<file path="src/rtl/fifo_pkt_writer.sv">
// Packet writer: streams source bytes into a FIFO through a one-byte holding register,
// appends an optional XOR checksum trailer and truncates packets longer than MAX_LEN.
module fifo_pkt_writer #(
    parameter int unsigned CSUM_EN = 1,
    parameter int unsigned MAX_LEN = 16
) (
    input  logic       wr_clk,
    input  logic       reset_n,
    input  logic       i_src_valid,
    input  logic [7:0] i_src_data,
    input  logic       i_src_last,
    output logic       o_src_ready,
    input  logic       i_fifo_full,
    output logic       o_fifo_wr,
    output logic [7:0] o_fifo_data,
    output logic [7:0] o_byte_count,
    output logic       o_pkt_done,
    output logic       o_too_long
);

    localparam logic       CsumEn = (CSUM_EN != 0);
    localparam logic [7:0] MaxLen = MAX_LEN[7:0];

    typedef enum logic [1:0] {
        StIdle,
        StData,
        StCsum,
        StDrop
    } state_t;

    state_t     r_state;
    state_t     w_state_nxt;

    logic [7:0] r_hold_data;
    logic       r_hold_valid;
    logic       r_hold_last;
    logic       r_hold_is_csum;
    logic [7:0] r_csum;
    logic [7:0] r_acc_cnt;
    logic [7:0] r_byte_count;
    logic       r_pkt_done;
    logic       r_too_long;

    logic [7:0] w_hold_data_nxt;
    logic       w_hold_valid_nxt;
    logic       w_hold_last_nxt;
    logic       w_hold_is_csum_nxt;
    logic [7:0] w_csum_nxt;
    logic [7:0] w_acc_cnt_nxt;
    logic [7:0] w_byte_count_nxt;

    logic       w_wr;
    logic       w_data_wr;
    logic       w_xfer;
    logic       w_xfer_data;
    logic       w_start;
    logic       w_trunc;
    logic       w_hold_takes_csum;
    logic       w_last_data_wr;
    logic       w_final_wr;
    logic [7:0] w_new_cnt;
    logic [7:0] w_csum_upd;

    assign w_wr        = r_hold_valid & ~i_fifo_full;
    assign w_data_wr   = w_wr & ~r_hold_is_csum;
    assign o_fifo_wr   = w_wr;
    assign o_fifo_data = r_hold_data;

    // A held last data byte must be replaced by the checksum, so no new byte may enter behind it.
    assign w_hold_takes_csum = CsumEn & r_hold_valid & r_hold_last & ~r_hold_is_csum;

    always_comb begin
        o_src_ready = 1'b0;
        unique case (r_state)
            StIdle, StData: o_src_ready = (~r_hold_valid | w_wr) & ~w_hold_takes_csum;
            StDrop:         o_src_ready = 1'b1;
            StCsum:         o_src_ready = 1'b0;
            default:        o_src_ready = 1'b0;
        endcase
    end

    assign w_xfer      = i_src_valid & o_src_ready;
    assign w_xfer_data = w_xfer & ((r_state == StIdle) | (r_state == StData));
    // In DATA a transfer behind an already-held last byte belongs to the next packet.
    assign w_start     = w_xfer_data &
                         ((r_state == StIdle) | (r_hold_valid & r_hold_last));
    assign w_new_cnt   = w_start ? 8'd1 : r_acc_cnt + 8'd1;
    assign w_trunc     = w_xfer_data & ~i_src_last & (w_new_cnt == MaxLen);

    assign w_last_data_wr = w_wr & r_hold_last & ~r_hold_is_csum;
    assign w_final_wr     = w_wr & r_hold_last & (r_hold_is_csum | ~CsumEn);
    assign w_csum_upd     = r_csum ^ r_hold_data;

    always_comb begin
        w_state_nxt = r_state;
        unique case (r_state)
            StIdle: begin
                if (w_xfer) begin
                    w_state_nxt = w_trunc ? StDrop : StData;
                end
            end
            StData: begin
                if (w_last_data_wr) begin
                    if (CsumEn) begin
                        w_state_nxt = StCsum;
                    end else if (w_xfer) begin
                        w_state_nxt = w_trunc ? StDrop : StData;
                    end else begin
                        w_state_nxt = StIdle;
                    end
                end else if (w_trunc) begin
                    w_state_nxt = StDrop;
                end
            end
            StCsum: begin
                if (w_wr) begin
                    w_state_nxt = StIdle;
                end
            end
            StDrop: begin
                if (w_xfer && i_src_last) begin
                    w_state_nxt = StIdle;
                end
            end
            default: w_state_nxt = StIdle;
        endcase
    end

    // Hold register runs independently of the state so a truncated packet drains during DROP.
    always_comb begin
        w_hold_data_nxt    = r_hold_data;
        w_hold_valid_nxt   = r_hold_valid;
        w_hold_last_nxt    = r_hold_last;
        w_hold_is_csum_nxt = r_hold_is_csum;
        if (w_xfer_data) begin
            w_hold_data_nxt    = i_src_data;
            w_hold_valid_nxt   = 1'b1;
            w_hold_last_nxt    = i_src_last | w_trunc;
            w_hold_is_csum_nxt = 1'b0;
        end else if (w_last_data_wr && CsumEn) begin
            w_hold_data_nxt    = w_csum_upd;
            w_hold_valid_nxt   = 1'b1;
            w_hold_last_nxt    = 1'b1;
            w_hold_is_csum_nxt = 1'b1;
        end else if (w_wr) begin
            w_hold_valid_nxt   = 1'b0;
        end
    end

    always_comb begin
        w_csum_nxt = r_csum;
        if (w_start) begin
            w_csum_nxt = 8'd0;
        end else if (w_data_wr) begin
            w_csum_nxt = w_csum_upd;
        end
    end

    assign w_acc_cnt_nxt    = w_xfer_data ? w_new_cnt : r_acc_cnt;
    // The count clears on the edge after pkt_done, while still counting a new packet's first write.
    assign w_byte_count_nxt = (r_pkt_done ? 8'd0 : r_byte_count) + {7'd0, w_data_wr};

    always_ff @(posedge wr_clk or negedge reset_n) begin
        if (!reset_n) begin
            r_state        <= StIdle;
            r_hold_data    <= 8'd0;
            r_hold_valid   <= 1'b0;
            r_hold_last    <= 1'b0;
            r_hold_is_csum <= 1'b0;
            r_csum         <= 8'd0;
            r_acc_cnt      <= 8'd0;
            r_byte_count   <= 8'd0;
            r_pkt_done     <= 1'b0;
            r_too_long     <= 1'b0;
        end else begin
            r_state        <= w_state_nxt;
            r_hold_data    <= w_hold_data_nxt;
            r_hold_valid   <= w_hold_valid_nxt;
            r_hold_last    <= w_hold_last_nxt;
            r_hold_is_csum <= w_hold_is_csum_nxt;
            r_csum         <= w_csum_nxt;
            r_acc_cnt      <= w_acc_cnt_nxt;
            r_byte_count   <= w_byte_count_nxt;
            r_pkt_done     <= w_final_wr;
            r_too_long     <= w_trunc;
        end
    end

    assign o_byte_count = r_byte_count;
    assign o_pkt_done   = r_pkt_done;
    assign o_too_long   = r_too_long;

endmodule
</file>
<file path="config.mk">
export PLATFORM = sky130hd
export DESIGN_NAME = fifo_pkt_writer
export DESIGN_NICKNAME = d
export VERILOG_FILES = /design/src/rtl/fifo_pkt_writer.sv
export SDC_FILE = /design/constraint.sdc
export NUM_CORES = 1
export LEC_CHECK = 0
export BUFFER_PORTS_ARGS = -buffer_cell sky130_fd_sc_hd__buf_2
export CORE_ASPECT_RATIO = 0.75
export CORE_MARGIN = 4
export CORE_UTILIZATION = 45
export CTS_CLUSTER_SIZE = 16
export DETAILED_ROUTE_END_ITERATION = 6
export GPL_ROUTABILITY_DRIVEN = 0
export MAX_ROUTING_LAYER = met4
export PLACE_DENSITY = 0.71
export SKIP_CTS_REPAIR_TIMING = 1
export SYNTH_ARGS = -nofsm -noshare
export SYNTH_HDL_FRONTEND = slang
export SYNTH_SLANG_ARGS = --single-unit
</file>
<file path="constraint.sdc">
create_clock -name wr_clk -period 1.75 [get_ports wr_clk]
set_input_delay 0.35 -clock wr_clk [delete_from_list [all_inputs] [get_ports wr_clk]]
set_output_delay 0.35 -clock wr_clk [all_outputs]
set_load 0.1 [all_outputs]
</file>
**Yosys cells after proc, flatten, opt, wreduce, memory -nomap -nowiden**

Index checks and enable logic that the tools add are counted.
W data, S select, Z words.

- Bits in registers: 39
- Word-level logic and storage cells: 70

- Add/subtract/negate cells: 2
- Equality and inequality tests: 8
- Mux-type cells: 20
- Bitwise gates (word level): 23
- Reduce and logical (&&, ||, !) cells: 7

Operators with widths:

| kind | count |
|---|---|
| $mux W8 | 6 |
| $and A1 B1 Y1 | 13 |
| $mux W2 | 6 |
| $add A8 B1 Y8 | 1 |
| $add A8 B1 Y8 const B | 1 |
| $eq A8 B5 Y1 const B | 1 |
| $pmux W2 S4 | 1 |
| $xor A8 B8 Y8 | 1 |
| $mux W1 | 6 |
| $ne A2 B2 Y1 const B | 3 |
| $not A1 Y1 | 5 |
| $eq A2 B2 Y1 const B | 2 |
| $or A1 B1 Y1 | 4 |
| $reduce_and A4 Y1 | 1 |
| $reduce_bool A2 Y1 | 2 |
| $ne A3 B3 Y1 const B | 1 |
| $pmux W1 S3 | 1 |
| $reduce_bool A3 Y1 | 1 |
| $eq A2 B1 Y1 const B | 1 |
| $logic_not A2 Y1 | 1 |
| $reduce_or A2 Y1 | 1 |
| $logic_and A1 B1 Y1 | 1 |

**Depth between registers and ports, before layout**

Gate-level depths: netlist of run 1.

- Depth in word-level cells: 14
- Mapped depth: 9

**Least setup slack after synthesis of run 1**

OpenSTA, ideal clock, no wires.

- Kind: register -> register
- From: register r_hold_valid
- To: register r_byte_count[4], in the netlist o_byte_count[4]
- Library setup time: 0.163 ns
- Data arrival time: 2.126 ns
- Slack: -0.540 ns
- Stages on the path, launching flop included: 10
- Path buffers: 2
- Period minus slack after synthesis: 2.290 ns
- Path through: dfrtp_1 nor2b_1 clkbuf_2 nor2b_1 buf_2 ha_1 ha_1 nand3_1 xor2_1 nor2_1

- Longest elaborated chain between the ends: 3

RTL lines:

| element | RTL line | RTL |
|---|---|---|
| start, declared | 35 | `logic r_hold_valid;` |
| start signal, assigned | 178 | `r_hold_valid <= w_hold_valid_nxt;` |
| $and A1 B1 Y1 | 64 | `assign w_wr = r_hold_valid & ~i_fifo_full;` |
| named net o_fifo_wr | 14 | `output logic o_fifo_wr,` |
| $and A1 B1 Y1 | 65 | `assign w_data_wr = w_wr & ~r_hold_is_csum;` |
| $add A8 B1 Y8 | 161 | `assign w_byte_count_nxt = (r_pkt_done ? 8'd0 : r_byte_count) + {7'd0, w_data_wr};` |
| named net w_byte_count_nxt[4] | 50 | `logic [7:0] w_byte_count_nxt;` |
| end signal, assigned | 183 | `r_byte_count <= w_byte_count_nxt;` |
| end, declared | 40 | `logic [7:0] r_byte_count;` |

The timed path passes the listed nets, and every way through them passes these cells.
A chain may end at the register's enable or synchronous reset.

**Final worst setup path of run 1**

- From: register r_hold_is_csum
- To: output port o_src_ready

- Longest elaborated chain between the ends: 5

RTL lines:

| element | RTL line | RTL |
|---|---|---|
| start, declared | 37 | `logic r_hold_is_csum;` |
| start signal, assigned | 180 | `r_hold_is_csum <= w_hold_is_csum_nxt;` |
| $not A1 Y1 | 70 | `assign w_hold_takes_csum = CsumEn & r_hold_valid & r_hold_last & ~r_hold_is_csum;` |
| $and A1 B1 Y1 | 70 |  |
| $not A1 Y1 | 75 | `StIdle, StData: o_src_ready = (~r_hold_valid \| w_wr) & ~w_hold_takes_csum;` |
| $and A1 B1 Y1 | 75 |  |
| $pmux W1 S3 | 74 | `unique case (r_state)` |
| end, declared | 12 | `output logic o_src_ready,` |

Every way passes these cells.

==> metrics list, run 1 <==
* Result of the run: complete, but fails checks
- The final reports fail on negative setup slack.
* Global-route wire length before repair: roughly 8.0 mm
- In the detailed route, the total length drawn on met2 is a little over 2 mm.
* Data arrival at the endpoint of the critical path: 1490 ps
- Normalized max-slew margin: 0.677
- The number of antenna diodes in the final layout is 0.
* TritonCTS clock tree: done
- Via count: 1671
- CP Max Fanout: 5
- STA classifies the critical path startpoint as a flip-flop.
* Ports: 33
- Counting the buffers created by CTS gives 5.
- For this design the static power due to leakage is 1.20 nW.
* Root Buffer Master: sky130_fd_sc_hd__clkbuf_8
- Fillers: 355
- Mapped Cells: 198
- At the pin with the least slew margin, the transition time is just under 500 ps.
- Placeable core area: about 4200 sq um
- Across the run, the number of max-cap violations was 0.
- CTS saw 39 sinks.
* Sort of element at the end of the critical path: output port
* Endpoints failing hold: 0
- Counting I/O delays and the setup requirement, the final critical path takes 1840 ps.
- The floorplan step set the die width to 85.2 um.
- Total power density per cell area: 1990 nW/um^2
- Flip-flop and latch count after synthesis: 39
* Part of the cycle the worst path needs: 1.05
* Pin count of the biggest net entering global routing: 40
- Leading cell type in the layout, fill and taps excluded: sky130_fd_sc_hd__dfrtp_1
* Die Y-Extent: 65.9 um
- Met3 wire length: 269 um
* Worst slack, placed: -78.5 ps
- Clock skew after layout: just over 6 ps
* Maximum operating frequency: 544 MHz
* Number of setup violations in the final report: 2
* Clock latency on the worst-skew pair: 290 ps
* Overall track demand over capacity in global routing: 0.185
- The endpoint identified for the worst register-to-register timing path is r_state[1]$_DFFE_PN0P_.
* Cell Area, Synth: 2010 sq um
- The finished cells cover around 2600 sq um.
- The min-delay analysis places its worst path in the category input port to asynchronous set/reset pin.
- Most frequent cells in the layout: sky130_fd_sc_hd__dfrtp_1 (37), sky130_fd_sc_hd__buf_2 (30), sky130_fd_sc_hd__buf_4 (21), sky130_fd_sc_hd__nor2_1 (17)
- Multi-input gate area: 1070 sq um
- Worst setup slack after layout: -89.4 ps
- Sequential-to-total area share from yosys stat: 0.485
* Final wirelength: 4.53 mm
- FF-to-FF path depth: 6
* Data required time of the worst path: 1400 ps
* Number of detailed-route iterations in the first pass: 4
* Floorplan die area: 5620 sq um
* Clock-pin slew of the registers on the worst-case setup and hold paths: 70 ps
- The floorplan has 20 rows.
- For this run, the post-layout net count is around 270.
- The number of global-route vias before repair is 1688.
* R2R Setup Slk: -50 ps
* Synthesized net count: around 210
- Synth Warn #: 0
- Number of distinct library cells after synthesis: 41
- Detailed placement finished with a half-perimeter wire length of around 3.3 mm.
* FF/Latch Area: 978 sq um
- Ys async rst share: 1.00
* Beginning of the worst register-to-register path: r_acc_cnt[1]$_DFFE_PN0P_
- RSZ-0062 raised after global routing: yes
- The longest clock path from root to sink contains 2 buffers.
- The worst setup path is of the flip-flop to output port kind.
* Overflow left after global routing: 0
- The detailed router put a total of 2.19 mm of wire on met1.
- The H-tree was split into 2 levels.
* Post-DRT Antenna Nets: 0
- Total placed cells including tap cells: between 300 and 400
* Starting utilization of the core area: 0.482
- Counting flops with a built-in enable in the synthesized netlist gives 0.
- The most critical setup path has its endpoint at o_src_ready.
* Post-route DRC violation count: 0
* Launch point of the worst path: r_hold_is_csum$_DFFE_PN0P_
* Port Buf Inserts: 32
- In the final routed layout, each cell accounts on average for 14.6 um.
- Area Growth Syn to Fin: 30.6%
- Via density per instance: 5.37
- Each instance of the synthesized netlist takes up on average 10.2 sq um.
- Initial antenna violation count: 0
* Max Transition Viols Final: 0
* Non-filler instance count after layout: about 310
- For this run, the leading register cell type out of synthesis is sky130_fd_sc_hd__dfrtp_1.
- Max rail drop VDD: 1.32 mV
* Post-detailed-placement cell area: 2460 sq um
* Top layer in use: met4
* Fraction of layout instances using a drive strength above 1: 0.348
* Violation count after the first detailed-routing iteration: a little over 80
stage by stage:
step	hold WS, ps	total power [mW]	utilization	setup TNS (ps)
final	9.07	5.24	0.629	-140
after global placement	332	4.46	0.588	0
after floorplan	54.4	3.68	-	-497
after detailed placement	334	4.52	0.588	-279
after CTS	19.8	5.14	0.610	-406
after global routing	24.8	5.57	0.629	-478
cells in the mapped netlist, types with 2 or more instances:
cell / number / share of area
sky130_fd_sc_hd__a21o_1: 2 / 0.0075
sky130_fd_sc_hd__a21oi_1: 4 / 0.0099
sky130_fd_sc_hd__a221o_1: 8 / 0.040
sky130_fd_sc_hd__a22o_1: 3 / 0.013
sky130_fd_sc_hd__a31oi_1: 2 / 0.0062
sky130_fd_sc_hd__and3_1: 3 / 0.0093
sky130_fd_sc_hd__buf_2: 3 / 0.0075
sky130_fd_sc_hd__clkbuf_1: 3 / 0.0056
sky130_fd_sc_hd__clkbuf_2: 2 / 0.0050
sky130_fd_sc_hd__dfrtp_1: 39 / 0.48
sky130_fd_sc_hd__ha_1: 3 / 0.019
sky130_fd_sc_hd__mux2_2: 3 / 0.017
sky130_fd_sc_hd__nand2_1: 17 / 0.032
sky130_fd_sc_hd__nand2b_1: 3 / 0.0093
sky130_fd_sc_hd__nand3_1: 10 / 0.025
sky130_fd_sc_hd__nand4_1: 3 / 0.0093
sky130_fd_sc_hd__nor2_1: 18 / 0.034
sky130_fd_sc_hd__nor2b_1: 6 / 0.019
sky130_fd_sc_hd__nor3_1: 4 / 0.0099
sky130_fd_sc_hd__nor3b_1: 9 / 0.034
sky130_fd_sc_hd__o21a_1: 2 / 0.0075
sky130_fd_sc_hd__o21ai_0: 18 / 0.045
sky130_fd_sc_hd__xor2_1: 15 / 0.065
area by class of cell:
type                    instances  share of cell area
flip-flops and latches         39               0.372
well taps                      55              0.0262
inverters                       1             0.00143
multi-input cells             150               0.409
clock inverters                 1             0.00190
clock buffers                   7              0.0328
repair buffers                 58               0.157
per-layer routing:
metal / vias to the layer above / global-route usage
li1: 824 / -
met1: 796 / 0.258
met2: 45 / 0.274
met3: 6 / 0.0399
met4: 0 / 0.0474
met5: - / -
state kept, by name, summed over array words and instances, names as in the netlist:
signal          cells
r_acc_cnt           8
r_state             2
r_hold_last         1
o_too_long          1
o_pkt_done          1
o_byte_count        8
r_csum              8
r_hold_is_csum      1
r_hold_valid        1
o_fifo_data         8
report_power, final:
| part | total (mW) | switching [mW] | internal [mW] |
|---|---|---|---|
| logic | 3.14 | 2.11 | 1.03 |
| registers | 1.48 | 0.284 | 1.20 |
| clock network | 0.619 | 0.301 | 0.318 |
worst max-delay path: stages (launching register included):
cell and delay, ps:
sky130_fd_sc_hd__dfrtp_1 420, sky130_fd_sc_hd__and2b_2 260, sky130_fd_sc_hd__o21ai_2 70, sky130_fd_sc_hd__mux2_4 280, sky130_fd_sc_hd__buf_12 170
worst min path at each step:
stage / to / slack (ps) / cells after the start
floorplan: o_byte_count[0]$_DFF_PN0_ / 50 / 0
global placement: o_too_long$_DFF_PN0_ / 330 / 2
global route: r_acc_cnt[4]$_DFFE_PN0P_ / 20 / 2
CTS: o_byte_count[7]$_DFF_PN0_ / 20 / 2
finish: r_acc_cnt[4]$_DFFE_PN0P_ / 9 / 2
detailed placement: o_too_long$_DFF_PN0_ / 330 / 2
logic make-up (layout without fill, tap and decap cells):
| family | after synthesis | count (layout) | share of synthesized area |
|---|---|---|---|
| buffers and inverters | 9 | 67 | 0.0199 |
| muxes | 4 | 4 | 0.0218 |
| and+or+nand+nor | 81 | 81 | 0.217 |
| DFF | 39 | 39 | 0.485 |
| adders and majority gates | 3 | 3 | 0.0186 |
| AOI/OAI and AO/OA | 46 | 46 | 0.168 |
| xor gates and xnor gates | 16 | 16 | 0.0696 |
Note: power is estimated with default switching activity, not from simulation.
==> run 2, diff against run 1 <==
Settings changed: CORE_MARGIN 4 to not set.
==> run 2 against run 1 <==
Net effect: the run still ends with negative setup slack left; final cell count grew 0.64%; via count increased by 2.7%; worst setup slack better by 47 ps; global-route usage rose by 2.9 points; sequential share of layout area increased by 0.65 points; clock power shrank 6.9%; clock-buffer cell count unchanged; worst hold slack improved by 280 ps; final area decreased by 1.7%; critical path type is now flip-flop to flip-flop; largest cell class unchanged; largest power group unchanged; highest routed layer unchanged.
==> metrics list, run 2 (synthesis results as in run 1) <==
- Clock-pin slew of the registers on the worst-case setup and hold paths: 80 ps (was 70 ps)
- Total power density per cell area: 1980 nW/um^2 (was 1990 nW/um^2)
- Internal cell power: 2.47 mW (was 2.54 mW)
* Result of the run: complete, but fails checks (unchanged)
- The starting density of the core came to 0.482 (unchanged).
- The post-place instance area came to 2470 sq um (was 2460 sq um).
- Worst hold margin: 286 ps (was 9.07 ps)
* Actual slew at the worst max-slew pin: 490 ps (was 488 ps)
- The total power draw was 5.13 mW (was 5.24 mW).
* Fillers: 352 (was 355)
- Buffer and inverter count on the worst path: 0 (was 1)
- Maximum operating frequency: 558 MHz (was 544 MHz)
- Post-layout instance area: 2580 sq um (was 2630 sq um)
* Clock net sink count: 39 (unchanged)
- The final routed wire length divided by cell count was 14.1 um (was 14.6 um).
* Hold endpoint: o_fifo_data[0]$_DFFE_PN0P_
* Via count: 1716 (was 1671)
- The clock share of power was 0.112 (was 0.118).
- The worst clock skew was 10.5 ps (was 6.07 ps).
* Net count, final: 273 (was 271)
- Ordered cell list for the critical path: ha_2 > nand3_2 > o21ai_1 > nand4_1 > or4_4 > o31ai_2 (was and2b_2 > o21ai_2 > mux2_4 > buf_12)
- Failing checks: negative setup slack (unchanged).
* Placeable core area: 4180 sq um (unchanged)
- R2R Setup Slk: -40 ps (was -50 ps)
- The number of cells in the design after placement was 304 (was 301).
- Destination of the worst register-to-register timing path: r_state[1]$_DFFE_PN0P_ (unchanged)
- The final antenna diode count is 0 (unchanged).
* Final wirelength: 4.41 mm (was 4.53 mm)
- Endpoints failing hold: 0 (unchanged)
- Start-to-end type of the worst setup path: flip-flop to flip-flop (was flip-flop to output port)
- Leak pwr: 1.19 nW (was 1.20 nW)
- The family with the most delay on the worst path is simple AND/OR/NAND/NOR gates (was flip-flops).
- The filler-free cell count of the finished design was 313 (was 311).
- Final worst path period need: 1790 ps (was 1840 ps)
- The relative contribution of sequential cells to total power is 0.288 (was 0.283).
* Worst setup slack after layout: -42.9 ps (was -89.4 ps)
- Most frequent cells in the layout: sky130_fd_sc_hd__dfrtp_1 (37), sky130_fd_sc_hd__buf_2 (30), sky130_fd_sc_hd__buf_4 (27), sky130_fd_sc_hd__nor2_1 (18) (was sky130_fd_sc_hd__dfrtp_1 (37), sky130_fd_sc_hd__buf_2 (30), sky130_fd_sc_hd__buf_4 (21), sky130_fd_sc_hd__nor2_1 (17))
* Clock latency on the worst-skew pair: 290 ps (about the same)
- Area Growth Syn to Fin: 28.4% (was 30.6%)
- The H-tree depth is 2 (unchanged).
- The maximum vdd ir drop is 1.02 mV (was 1.32 mV).
- The full die area came to 4750 sq um (was 5620 sq um).
- The number of slew-limit violations in the final report was 0 (unchanged).
- Data required time of the worst path: 1950 ps (was 1400 ps)
* Slowest-stage cell, CP: sky130_fd_sc_hd__or4_4 (was sky130_fd_sc_hd__dfrtp_1)
* Global-route wire length before repair: 7.33 mm (was 7.98 mm)
* Net Sw Power: 2.66 mW (was 2.70 mW)
- The count of unresolved DRC violations after routing came to 0 (unchanged).
- Data arrival at the endpoint of the critical path: 1990 ps (was 1490 ps)
* Part of the cycle the worst path needs: 1.02 (was 1.05)
* Root Buffer Master: sky130_fd_sc_hd__clkbuf_8 (unchanged)
* Row count: 20 (unchanged)
* Max Root-Sink Buffers: 2 (unchanged)
- The estimated wirelength of the detail-placed design came to 3.24 mm (was 3.29 mm).
- The number of top-level pins came to 33 (unchanged).
- The clock tree from TritonCTS is done (unchanged).
- Post-DRT Antenna Nets: 0 (unchanged)
- The max-capacitance violation count is 0 (unchanged).
- The switching part of the total came to 0.518 (was 0.514).
- CP Max Fanout: 4 (was 5)
* Overflow left after global routing: 0 (unchanged)
- The critical path capture point type was a flip-flop (was output port).
* Die outline width: 79.2 um (was 85.2 um)
* Launch point of the worst path: r_acc_cnt[0]$_DFFE_PN0P_ (was r_hold_is_csum$_DFFE_PN0P_)
- RSZ-0062 raised after global routing: yes (unchanged)
* TritonCTS Buffers: 5 (unchanged)
- Start point of the worst hold path: i_src_data[0]
- FF-to-FF path depth: 6 (unchanged)
- Overall track demand over capacity in global routing: 0.214 (was 0.185)
* Port Buf Inserts: 32 (unchanged)
- Startpoint class of the critical path: flip-flop (unchanged)
* Via density per instance: 5.48 (was 5.37)
* Hold-critical path depth: 2
- The number of DRC violations after detailed-routing iteration 0 was 91 (was 82).
* Number of setup violations in the final report: 4 (was 2)
- The combinational cell fraction of total power is 0.600 (was 0.599).
* Beginning of the worst register-to-register path: r_acc_cnt[0]$_DFFE_PN0P_ (was r_acc_cnt[1]$_DFFE_PN0P_)
- Fraction of layout instances using a drive strength above 1: 0.333 (was 0.348)
- The critical path's largest stage delay is 520 ps (was 420 ps).
* Final design utilization: 0.619 (was 0.629)
- The total iterations of the first detailed-routing run is 4 (unchanged).
- Pin count of the biggest net entering global routing: 19 (was 40)
- The number of global-route vias before repair came to 1574 (was 1688).
- The initial antenna violation count came to 0 (unchanged).
- Leading cell type in the layout, fill and taps excluded: sky130_fd_sc_hd__dfrtp_1 (unchanged)
- The die height came to 59.9 um (was 65.9 um).
- The path category of the worst min-delay check is input port to flip-flop (was input port to asynchronous set/reset pin).
- The worst max-slew margin expressed relative to the limit is 0.676 (was 0.677).
[run 2: power by group through the flow]
| stage | combinational (mW) | sequential (mW) | clock, mW |
|---|---|---|---|
| 5_1_grt | 3.29 | 1.52 | 0.629 |
| 2_1_floorplan | 1.18 | 2.50 | 0 |
| 6_report | 3.07 | 1.48 | 0.576 |
| 3_3_place_gp | 2.99 | 1.47 | 0 |
| 3_5_place_dp | 3.04 | 1.47 | 0 |
| 4_1_cts | 3.03 | 1.46 | 0.587 |
[run 2: worst max path at each step]
stage	slack (ps)	depth (start not counted)	end
floorplan	-160	9	o_byte_count[7]$_DFF_PN0_
global placement	0.3	6	r_state[1]$_DFFE_PN0P_
detailed placement	-80	6	r_state[1]$_DFFE_PN0P_
CTS	-110	4	o_src_ready
global route	-140	6	r_state[1]$_DFFE_PN0P_
finish	-40	6	r_state[1]$_DFFE_PN0P_
[run 2: layer usage]
metal  up-vias  global-route usage  part of all wire
met5         -                   -                 0
met2        48               0.300              0.43
li1        829                   -                 -
met1       834               0.296              0.50
met4         0              0.0779            0.0082
met3         5              0.0580             0.058
[run 2: final cells by class]
class                   instances  area [sq um]  area share
multi-input cells             150          1050       0.406
flip-flops and latches         39           978       0.379
repair buffers                 60           403       0.156
clock buffers                   7          76.3      0.0295
well taps                      55          68.8      0.0266
clock inverters                 1          5.00     0.00194
inverters                       1          3.75     0.00145
[run 2: stage by stage]
step / TNS (ps) / setup WS (ps)
floorplan: -497 / -157
global placement: 0 / 0.266
detailed placement: -172 / -78.5
CTS: -343 / -115
global route: -465 / -139
finish: -91.5 / -42.9
[run 2: worst reg2reg max path, delay by kind of cell, from the launching register on]
| kind | cells | cell delay [ps] |
|---|---|---|
| AND/OR/NAND/NOR | 3 | 760 |
| AO/OA/AOI/OAI | 2 | 350 |
| flip-flops | 1 | 370 |
| adder cells (fa/ha/maj) | 1 | 220 |
==> run 3, diff against run 2 <==
Settings changed: PLACE_DENSITY 0.71 to 0.78, REMOVE_ABC_BUFFERS set to 1.
==> run 3 against run 2 <==
Net effect: the run still ends with negative setup slack left; global-route usage decreased by 1.3 points; power increased by 3.4%; worst hold slack got worse by 180 ps; largest cell class unchanged; worst setup slack got worse by 42 ps; clock skew increased by 0.51 ps; flip-flop and latch count unchanged; routed wire length decreased by 0.34%.
==> metrics list, run 3 (synthesis results as in run 1) <==
- Leading cell type in the layout, fill and taps excluded: sky130_fd_sc_hd__dfrtp_1 (unchanged)
* Pin count of the biggest net entering global routing: 40 (was 19)
* Cell family with the largest share of critical-path delay: flip-flops (was simple AND/OR/NAND/NOR gates)
* Net Sw Power: 2.70 mW (was 2.66 mW)
- Worst setup slack after layout: -85.0 ps (was -42.9 ps)
- The part of the cycle the worst path needs is 1.05 (was 1.02).
- TritonCTS Buffers: 5 (unchanged)
- The die height was 59.9 um (unchanged).
- RSZ-0062 raised after global routing: yes (unchanged)
* Final wirelength: 4.39 mm (was 4.41 mm)
- Sort of element at the end of the critical path: output port (was flip-flop)
- Row count: 20 (unchanged)
* Total design power: 5.30 mW (was 5.13 mW)
- Violation count after the first detailed-routing iteration: 41 (was 91)
* Internal cell power: 2.60 mW (was 2.47 mW)
* Endpoints failing hold: 0 (unchanged)
* H-Tree Level Count: 2 (unchanged)
* Total power density per cell area: 2040 nW/um^2 (was 1980 nW/um^2)
- Combinational fraction of design power: 0.578 (was 0.600)
* Failing checks: negative setup slack (unchanged)
- Most frequent cells in the layout: sky130_fd_sc_hd__dfrtp_1 (39), sky130_fd_sc_hd__buf_2 (30), sky130_fd_sc_hd__buf_4 (22), sky130_fd_sc_hd__nor2_1 (17) (was sky130_fd_sc_hd__dfrtp_1 (37), sky130_fd_sc_hd__buf_2 (30), sky130_fd_sc_hd__buf_4 (27), sky130_fd_sc_hd__nor2_1 (18)).
- Overall track demand over capacity in global routing: 0.201 (was 0.214)
- The starting density of the core is 0.482 (unchanged).
* Data arrival at the endpoint of the critical path: 1490 ps (was 1990 ps)
- Via count: 1654 (was 1716)
* Clock-pin slew of the registers on the worst-case setup and hold paths: 80 ps (about the same)
- The worst setup path category is flip-flop to output port (was flip-flop to flip-flop).
- Sequential group share of total power: 0.279 (was 0.288)
- The worst clock skew is 11.0 ps (was 10.5 ps).
- Max Root-Sink Buffers: 2 (unchanged)
- Die outline width: 79.2 um (unchanged)
- The final routed wire length divided by cell count came to 14.2 um (was 14.1 um).
- Number of diodes: 0 (unchanged)
* Detailed placer's ending HPWL: 3.07 mm (was 3.24 mm)
- Slowest-stage cell, CP: sky130_fd_sc_hd__dfrtp_1 (was sky130_fd_sc_hd__or4_4)
- Result of the run: complete, but fails checks (unchanged)
- Placeable core area: 4180 sq um (unchanged)
* Port Buf Inserts: 32 (unchanged)
- The remaining antenna violation count is 0 (unchanged).
- Buffer and inverter count on the worst path: 1 (was 0)
- The global-route congestion overflow total came to 0 (unchanged).
- The post-place instance area came to 2420 sq um (was 2470 sq um).
- Share of total power in the clock network: 0.142 (was 0.112)
- Final design utilization: 0.621 (was 0.619)
- The critical path's largest stage delay is 420 ps (was 520 ps).
- The proportion of layout cells with a drive suffix above 1 was 0.329 (was 0.333).
- Number of detailed-route iterations in the first pass: 4 (unchanged)
* Maximum operating frequency: 545 MHz (was 558 MHz)
- Setup TNS: -93.9 ps (was -91.5 ps)
* Net count, final: 270 (was 273)
- The initial antenna violation count was 0 (unchanged).
* Startpoint class of the critical path: flip-flop (unchanged)
- The worst max-slew margin expressed relative to the limit is 0.646 (was 0.676).
- CP Max Fanout: 5 (was 4)
* Clock net sink count: 39 (unchanged)
- The filler-free cell count of the finished design came to 310 (was 313).
* Post-route DRC violation count: 0 (unchanged)
* Final worst path period need: 1840 ps (was 1790 ps)
- The max-capacitance violation count was 0 (unchanged).
- Total placed cells including tap cells: 301 (was 304)
- Via count of the first global-routing pass: 1526 (was 1574)
- Max Transition Viols Final: 0 (unchanged)
- The path category of the worst min-delay check is input port to asynchronous set/reset pin (was input port to flip-flop).
- The pre-CTS setup slack came to -35.2 ps (was -78.5 ps).
* Floorplan die area: 4750 sq um (unchanged)
* Net Sw Frac: 0.509 (was 0.518)
- Ordered cell list for the critical path: and2b_2 > o21ai_2 > mux2_4 > buf_12 (was ha_2 > nand3_2 > o21ai_1 > nand4_1 > or4_4 > o31ai_2).
- The finished layout cell area is 2590 sq um (was 2580 sq um).
- Via density per instance: 5.34 (was 5.48)
- The clock latency reported for the late side of the worst-skew pair was 300 ps (was 290 ps).
- Actual slew at the worst max-slew pin: 531 ps (was 490 ps)
- Ports: 33 (unchanged)
- Number of setup violations in the final report: 2 (was 4)
- Area Growth Syn to Fin: 28.9% (was 28.4%)
- The final-layout worst hold slack came to 102 ps (was 286 ps).
* Global-route wire length before repair: 6.94 mm (was 7.33 mm)
* Data required time of the worst path: 1400 ps (was 1950 ps)
* TritonCTS clock tree: done (unchanged)
- Leak pwr: 1.21 nW (was 1.19 nW)
* Root Buffer Master: sky130_fd_sc_hd__clkbuf_8 (unchanged)
- Max rail drop VDD: 1.25 mV (was 1.02 mV)
## run 3: routing by layer
metal	GRT usage	vias up	part of all wire
li1	-	829	-
met1	0.268	783	0.52
met2	0.299	37	0.43
met3	0.0519	5	0.038
met4	0.0701	0	0.012
met5	-	-	0
## run 3: path summary, 6_finish.rpt
check	start	end	slack (ps)	cells after the start
min in group wr_clk	i_src_data[4]	o_fifo_data[4]$_DFFE_PN0P_	280	2
worst min-delay path	reset_n	r_csum[2]$_DFFE_PN0P_	100	2
worst max register to register	r_acc_cnt[1]$_DFFE_PN0P_	r_state[1]$_DFFE_PN0P_	-10	6
worst min register to register	r_acc_cnt[7]$_DFFE_PN0P_	r_acc_cnt[7]$_DFFE_PN0P_	560	1
max in group asynchronous	reset_n	o_byte_count[2]$_DFF_PN0_	1310	2
worst max-delay path	r_hold_is_csum$_DFFE_PN0P_	o_src_ready	-90	4
## run 3: area by class of cell
class | instances | area (sq um)
clock inverters | 3 | 43.8
multi-input cells | 151 | 1060
well taps | 55 | 68.8
flip-flops and latches | 39 | 976
inverters | 1 | 3.75
repair buffers | 56 | 378
fillers | 329 | 1580
clock buffers | 5 | 68.8
## run 3: power groups by stage
stage | registers, mW | logic (mW) | clock network (mW)
2_1_floorplan | 2.53 | 1.05 | 0
3_3_place_gp | 1.47 | 2.91 | 0
3_5_place_dp | 1.48 | 2.96 | 0
4_1_cts | 1.47 | 2.97 | 0.776
5_1_grt | 1.52 | 3.25 | 0.808
6_report | 1.48 | 3.07 | 0.755
